--- src/rtl/arb_defs_pkg.sv ---
// Shared constants and FSM state encoding for the eight-way arbiter.
// Optional round-robin mode is selected by ARB_ROUND_ROBIN_EN.
package arb_defs;
  localparam int ARB_N = 8;
  localparam int ARB_W = 3;

  typedef enum logic {
    ST_IDLE  = 1'b0,
    ST_OWNED = 1'b1
  } arb_state_t;
endpackage

--- src/rtl/arb_lowest_set_pick.sv ---
// Combinational lowest-set-bit picker over an ARB_N-bit vector.
// Index is zero and o_found low when the vector is empty.
module arb_lowest_set_pick
  import arb_defs::*;
(
  input  logic [ARB_N-1:0] i_vec,
  output logic [ARB_W-1:0] o_idx,
  output logic             o_found
);

  always_comb begin
    o_idx   = '0;
    o_found = |i_vec;
    // Descending scan so the lowest set bit is written last.
    for (int i = ARB_N - 1; i >= 0; i--) begin
      if (i_vec[i]) o_idx = ARB_W'(i);
    end
  end

endmodule

--- src/rtl/eight_way_request_arbiter.sv ---
// Eight-requester arbiter with registered one-hot grant and hold limit.
// Define ARB_ROUND_ROBIN_EN for rotating priority; default is fixed.
module eight_way_request_arbiter
  import arb_defs::*;
#(
  parameter int unsigned MAX_HOLD = 16
) (
  input  logic             clk,
  input  logic             aresetn,
  input  logic [ARB_N-1:0] req,
  output logic [ARB_N-1:0] gnt,
  output logic [ARB_W-1:0] gnt_pos,
  output logic             gnt_valid,
  output logic             preempt
);

  arb_state_t       r_state, w_nx_state;
  logic [7:0]       r_hold, w_nx_hold;
  logic [ARB_W-1:0] r_owner, w_nx_owner;
  logic [ARB_N-1:0] r_gnt, w_nx_gnt;
  logic             r_valid, w_nx_valid;
  logic             r_pre, w_nx_pre;

  logic [ARB_N-1:0] w_rot;
  logic [ARB_W-1:0] w_pick;
  logic [ARB_W-1:0] w_win;
  logic             w_found;

`ifdef ARB_ROUND_ROBIN_EN
  logic [ARB_W-1:0] r_ptr;
  logic [ARB_W-1:0] w_nx_ptr;

  // Rotate right by ptr; index arithmetic wraps naturally in 3 bits.
  always_comb begin
    w_rot = '0;
    for (int i = 0; i < ARB_N; i++) begin
      w_rot[i] = req[ARB_W'(i) + r_ptr];
    end
  end

  assign w_win = w_pick + r_ptr;

  assign w_nx_ptr = (r_state == ST_IDLE && w_found)
                  ? w_win + ARB_W'(1)
                  : r_ptr;

  always_ff @(posedge clk or negedge aresetn) begin
    if (!aresetn) r_ptr <= '0;
    else          r_ptr <= w_nx_ptr;
  end
`else
  assign w_rot = req;
  assign w_win = w_pick;
`endif

  arb_lowest_set_pick u_pick (
    .i_vec   (w_rot),
    .o_idx   (w_pick),
    .o_found (w_found)
  );

  always_ff @(posedge clk or negedge aresetn) begin
    if (!aresetn) begin
      r_state <= ST_IDLE;
      r_hold  <= '0;
      r_owner <= '0;
      r_gnt   <= '0;
      r_valid <= 1'b0;
      r_pre   <= 1'b0;
    end else begin
      r_state <= w_nx_state;
      r_hold  <= w_nx_hold;
      r_owner <= w_nx_owner;
      r_gnt   <= w_nx_gnt;
      r_valid <= w_nx_valid;
      r_pre   <= w_nx_pre;
    end
  end

  always_comb begin
    w_nx_state = r_state;
    w_nx_hold  = r_hold;
    w_nx_owner = r_owner;
    w_nx_gnt   = r_gnt;
    w_nx_valid = r_valid;
    w_nx_pre   = 1'b0;
    unique case (r_state)
      ST_IDLE: begin
        if (w_found) begin
          w_nx_state = ST_OWNED;
          w_nx_hold  = '0;
          w_nx_owner = w_win;
          w_nx_gnt   = ARB_N'(1) << w_win;
          w_nx_valid = 1'b1;
        end
      end
      ST_OWNED: begin
        // Release always drops to IDLE, leaving a one-cycle bubble.
        if (!req[r_owner] || r_hold == 8'(MAX_HOLD - 1)) begin
          w_nx_state = ST_IDLE;
          w_nx_hold  = '0;
          w_nx_owner = '0;
          w_nx_gnt   = '0;
          w_nx_valid = 1'b0;
          w_nx_pre   = req[r_owner];
        end else begin
          w_nx_hold  = r_hold + 8'd1;
        end
      end
      default: w_nx_state = ST_IDLE;
    endcase
  end

  assign gnt       = r_gnt;
  assign gnt_pos   = r_owner;
  assign gnt_valid = r_valid;
  assign preempt   = r_pre;

endmodule

--- config.mk ---
export PLATFORM = sky130hd
export DESIGN_NAME = eight_way_request_arbiter
export DESIGN_NICKNAME = d
export VERILOG_FILES = /design/src/rtl/arb_defs_pkg.sv /design/src/rtl/arb_lowest_set_pick.sv /design/src/rtl/eight_way_request_arbiter.sv
export SDC_FILE = /design/constraint.sdc
export NUM_CORES = 1
export LEC_CHECK = 0
export CAP_MARGIN = 40
export CORE_ASPECT_RATIO = 0.6
export CORE_MARGIN = 2
export CORE_UTILIZATION = 55
export DETAILED_ROUTE_END_ITERATION = 8
export PLACE_DENSITY = 0.83
export SKIP_CTS_REPAIR_TIMING = 1
export SLEW_MARGIN = 20
export SYNTH_ARGS = -nofsm -noshare
export SYNTH_HDL_FRONTEND = slang
export SYNTH_SLANG_ARGS = --single-unit
export TNS_END_PERCENT = 20
--- constraint.sdc ---
create_clock -name clk -period 4.3 [get_ports clk]
set_clock_uncertainty 0.15 [all_clocks]
set_input_delay 0.645 -clock clk [delete_from_list [all_inputs] [get_ports clk]]
set_output_delay 0.645 -clock clk [all_outputs]
set_load 0.01 [all_outputs]
==> run_results.csv, run 1 <==
group,metric,value,unit
run_status,status,"finished, final reports clean",
die,die_x,65.0,um
synth,ys_seq_elements,22,
timing,max_freq,394,MHz
clocking,root_buffer,"clkbuf_8",
synth,synth_nets,142,
flow_run,cap_violations,0,
final_layout,diodes,0,
power,powerDensity,443,nW/um^2
clocking,cts_sinks,22,
timing,worst_pin_slew,530,ps
power,total_leakage_power,0.603,nW
final_layout,final_cell_mix,"22 x dfrtp_1, 22 x clkdlybuf4s50_1, 16 x inv_1",
timing,post-route-period-util,0.590,
placement,globalplace.congestion,0.915,
synth,ys_warn_count,0,
setup_path,crit_path_end_kind,"flip-flop",
final_layout,multiInputGateArea,606,sq um
timing,finalHoldViolCount,0,
route,ant_nets,0,
worst_hold_path,hold_class,"reg2reg",
global_routing,grt_pass1_vias,942,
setup_path,cp_slowest_stage_delay,670,ps
timing,setup_tns,0,ps
synth,synth_compound_area_frac,0.225,
final_layout,num-fill-cells,173,
setup_path,cp_max_fo,10,
timing,setup_violations,0,
route,drt_pre_antenna_iters,4,
clocking,htreeDepth,1,
power,ir_drop,0.342,mV
synth,synth-adder-area-share,0.0102,
synth,synth_area,1230,sq um
setup_path,reg2reg_depth,4,
route,post_drt_wl_per_cell,15.6,um
die,start_util,0.576,
worst_hold_path,hold_depth,2,
route,drt_wl_total,2910,um
route,vias,1080,
die,fp.coreArea,2130,sq um
setup_path,rr_startpoint,"gnt_pos[0]$_DFFE_PN0P_",
route,viasPerCell,5.81,
global_routing,grt_antenna_before_repair,0,
setup_path,rr_endpoint,"r_hold[3]$_DFFE_PN0P_",
setup_path,ff2ff_setup_slack,2260,ps
clocking,cts_tree,"yes",
timing,final-max-slew-violation-count,0,
setup_path,crit_path_top_delay_cell,"or4_1",
setup_path,path_delay_family,"simple AND/OR/NAND/NOR gates",
die,io_pins,23,
clocking,clockBufferDepth,2,
worst_hold_path,min-delay-start,"gnt[5]$_DFFE_PN0P_",
synth,synth_top_family_by_area,"compound AO/OA/AOI/OAI gates",
clocking,path_clk_slew,70,ps
setup_path,cp_data_arrival_time,2570,ps
global_routing,overflow,0,
synth,synthMuxAreaShare,0.0336,
synth,synthSimpleGateAreaFrac,0.224,
final_layout,drive_above_1_share,0.0833,
final_layout,regArea,551,sq um
setup_path,worstPathCellList,"clkdlybuf4s50_1 -> or4_1 -> nor3_4 -> a31oi_4 -> o22ai_1",
route,drc,0,
final_layout,final_util,0.725,
worst_hold_path,holdPathEnd,"gnt[5]$_DFFE_PN0P_",
die,rows,13,
setup_path,path_class,"in2reg",
route,drt_iter0_markers,71,
final_layout,area_growth,25.8,%
synth,synth_cell_types,35,
synth,syn_inst,131,
final_layout,nNetsFinal,168,
die,design.die.area,2640,sq um
synth,synth_area_per_cell,9.37,sq um
global_routing,grt_pass1_wl,4600,um
setup_path,crit_required,4330,ps
timing,post-route-min-period,2540,ps
timing,grt_setup_unrepaired,"false",
placement,dp_hpwl,2280,um
setup_path,crit_buf_inv,1,
timing,slew-limit-headroom,0.646,
clocking,clk_latency,260,ps
setup_path,crit_path_start_kind,"input port",
die,die_h,40.6,um
placement,port-buffer-count,22,
global_routing,grt_max_degree,13,
synth,ys_seq_area_frac,0.449,
clocking,cts_buffers,3,
global_routing,track_usage,0.253,
synth,synthXorXnorAreaFrac,0,
[cell families after synthesis]
family                   after synthesis
buffers and inverters                 18
flip-flops                            22
AO/OA/AOI/OAI                         34
adder cells (fa/ha/maj)                1
AND/OR/NAND/NOR                       52
multiplexers                           4
[layer usage]
layer	wire [um]	GRT usage	vias to the layer above
met5	0	0	-
met4	29	0.0691	0
met3	206	0.0787	4
met2	1290	0.384	47
met1	1390	0.354	503
li1	-	-	526
[cell type report]
| type | instances | area share |
|---|---|---|
| Inverter | 16 | 0.0389 |
| Timing Repair Buffer | 23 | 0.152 |
| Sequential cell | 22 | 0.357 |
| Tap cell | 30 | 0.0243 |
| Clock buffer | 4 | 0.0357 |
| Multi-Input combinational cell | 91 | 0.392 |
[sequential cells by signal, summed over array words and instances (netlist names)]
name	count
gnt_pos	3
gnt	8
r_state	1
gnt_valid	1
preempt	1
r_hold	8
[power breakdown]
part	internal, mW	leakage [nW]	switching (mW)
Sequential	0.246	0.297	0.0549
Clock	0.0816	0.0288	0.0639
Combinational	0.106	0.277	0.131
Total	0.434	0.603	0.250
[Yosys cell counts, drive strengths merged]
cell	number	area [sq um]
dfrtp	22	551
inv	16	60.1
nand2	15	56.3
nor2	9	33.8
o21ai	9	45.0
nand3	7	40.0
nor3	5	36.3
nand4	4	25.0
o211ai	4	30.0
a21oi	3	15.0
a31oi	3	33.8
mux2i	3	30.0
nand2b	3	18.8
nor4	3	18.8
o22ai	3	18.8
o2bb2ai	3	26.3
nand3b	2	15.0
nor2b	2	12.5
o21a	2	15.0
o32ai	2	17.5
or4	2	18.8
a221o	1	10.0
a221oi	1	26.3
a2bb2oi	1	15.0
buf	1	7.51
clkbuf	1	3.75
ha	1	12.5
mux2	1	11.3
o311ai	1	16.3
o31ai	1	7.51
[worst min-delay path, delay by kind of cell (launching register included)]
family	cells	cell delay [ps]
DFF	1	370
AOI/OAI and AO/OA	1	60
buffers and inverters	1	50
[through the flow]
| step | std cells | power [mW] | instance area [sq um] | hold WS, ps | worst slack [ps] |
|---|---|---|---|---|---|
| detailed placement | 182 | 0.539 | 1490 | 364 | 1520 |
| global route | 186 | 0.727 | 1540 | 418 | 1640 |
| global placement | 181 | 0.522 | 1470 | 355 | 1560 |
| floorplan | 131 | 0.438 | 1230 | 199 | 2270 |
| CTS | 186 | 0.685 | 1540 | 381 | 1790 |
| finish | 186 | 0.684 | 1540 | 375 | 1760 |
[worst max-delay path by stage]
stage,slack (ps),to,from,cells past startpoint
after detailed placement,1520,gnt[4]$_DFFE_PN0P_,req[0],5
after floorplan,2270,gnt[2]$_DFFE_PN0P_,req[0],4
after global placement,1560,gnt[4]$_DFFE_PN0P_,req[4],5
after global routing,1640,r_hold[3]$_DFFE_PN0P_,req[3],5
final,1760,gnt[2]$_DFFE_PN0P_,req[0],5
after CTS,1790,gnt[4]$_DFFE_PN0P_,req[0],5
Power figures use the tool's default switching activity.
==> inputs of run 2 (changes only) <==
CORE_UTILIZATION = 46   (was 55)
PLACE_DENSITY = 0.74   (was 0.83)
clock period = 2.1 ns   (was 4.3 ns; I/O delays follow)
==> run 2 against run 1 <==
Critical path depth is 1 higher. Global-route usage is 3.7 points lower. Die area is 18% higher. Clock-buffer cell count is 1 lower. Worst hold slack worse by 130 ps. Routed wire length is 5.1% higher. Utilization is 6.6 points lower. Clock power is 72% higher. Largest cell class unchanged.
==> run_results.csv, run 2 (synthesis results as in run 1) <==
group,metric,value,unit
run_status,status,"finished, final reports clean",
route,drc,0,
setup_path,crit_path_end_kind,"flip-flop",
final_layout,drive_above_1_share,0.173,
placement,globalplace.congestion,0.912,
setup_path,crit_path_start_kind,"input port",
route,post_drt_wl_per_cell,14.9,um
die,start_util,0.487,
power,power.internal,895,uW
placement,dp_hpwl,2510,um
timing,post-route-min-period,1980,ps
timing,slew-limit-headroom,0.748,
placement,placed_area,1620,sq um
global_routing,grt_pass1_wl,5110,um
final_layout,final_util,0.658,
final_layout,area_growth,35.3,%
route,ant_nets,0,
clocking,cts_sinks,22,
die,die_x,70.7,um
route,drt_iter0_markers,87,
global_routing,grt_pass1_vias,1053,
final_layout,final_area,1660,sq um
die,fp.coreArea,2520,sq um
setup_path,cp_max_fo,5,
timing,finalHoldViolCount,0,
global_routing,track_usage,0.216,
route,drt_pre_antenna_iters,4,
timing,post-route-period-util,0.945,
setup_path,path_class,"in2reg",
timing,max_freq,504,MHz
power,total_leakage_power,0.680,nW
flow_run,cap_violations,0,
global_routing,overflow,0,
clocking,cts_tree,"yes",
timing,final-max-slew-violation-count,0,
final_layout,diodes,0,
route,vias,1142,
route,viasPerCell,5.57,
die,rows,14,
setup_path,crit_required,2120,ps
placement,port-buffer-count,22,
route,drt_wl_total,3060,um
die,design.die.area,3110,sq um
final_layout,final_cell_mix,"22 x dfrtp_1, 22 x clkdlybuf4s50_1, 19 x buf_4",
global_routing,grt_antenna_before_repair,0,
worst_hold_path,hold_class,"in2async",
timing,hold_slack,247,ps
power,comb_power_share,0.391,
timing,grt_setup_unrepaired,"false",
clocking,clk_latency,260,ps
clocking,htreeDepth,1,
final_layout,nNetsFinal,186,
clocking,root_buffer,"clkbuf_8",
power,clockPowerShare,0.178,
timing,setup_violations,0,
power,pwr-share-seq,0.432,
global_routing,grt_max_degree,23,
power,powerDensity,849,nW/um^2
clocking,clockBufferDepth,2,
power,p_sw_frac,0.364,
die,io_pins,23,
power,p_sw,513,uW
power,ir_drop,0.779,mV
die,die_h,44.0,um
clocking,path_clk_slew,70,ps
timing,worst_pin_slew,374,ps
setup_path,cp_data_arrival_time,2000,ps
clocking,cts_buffers,3,
[run 2: changes by cell type in the layout (fill, tap and decap cells not counted), sizes merged]
cell	change
buf	+18
clkbuf	-1
[run 2: per-layer routing]
metal  track usage  part of all wire
met2         0.310              0.41
met5             0                 0
met4        0.0340            0.0026
met1         0.344              0.53
met3        0.0433             0.065
[run 2: final cells by class]
cell class / count / area [sq um]
repair buffers: 41 / 363
clock buffers: 3 / 41.3
multi-input cells: 91 / 606
inverters: 16 / 60.1
well taps: 32 / 40.0
flip-flops and latches: 22 / 551
fillers: 212 / 862
[run 2: worst paths after layout]
check                                            start               endpoint  slack, ps  depth (start not counted)
worst max register to register  gnt_pos[0]$_DFFE_PN0P_     gnt[7]$_DFFE_PN0P_        230                          5
max in group asynchronous                      aresetn  r_hold[5]$_DFFE_PN0P_       1340                          2
worst min-delay path                           aresetn     gnt[1]$_DFFE_PN0P_        250                          2
worst min register to register      gnt[0]$_DFFE_PN0P_     gnt[0]$_DFFE_PN0P_        380                          2
worst max-delay path                            req[1]  r_hold[3]$_DFFE_PN0P_        120                          6
min in group clk                    gnt[0]$_DFFE_PN0P_     gnt[0]$_DFFE_PN0P_        380                          2
[run 2: worst max-delay path, cell delays in order]
cell,delay (ps)
clkdlybuf4s50_1,470
or4_1,630
nor3_4,250
buf_4,190
nand2_1,50
o211ai_1,100
[run 2: power groups by stage]
stage | logic (mW) | clock network (mW) | registers [mW]
3_5_place_dp | 0.548 | 0 | 0.614
3_3_place_gp | 0.529 | 0 | 0.606
6_report | 0.550 | 0.250 | 0.608
5_1_grt | 0.604 | 0.278 | 0.620
2_1_floorplan | 0.309 | 0 | 0.589
4_1_cts | 0.552 | 0.257 | 0.606
[run 2: metrics by stage]
step	setup slack, ps	instances	setup TNS [ps]	total power [mW]
final	116	205	0	1.41
after global routing	20.5	205	0	1.50
after CTS	120	205	0	1.41
after detailed placement	-148	202	-1910	1.16
after global placement	-74.6	202	-739	1.14
after floorplan	229	131	0	0.898
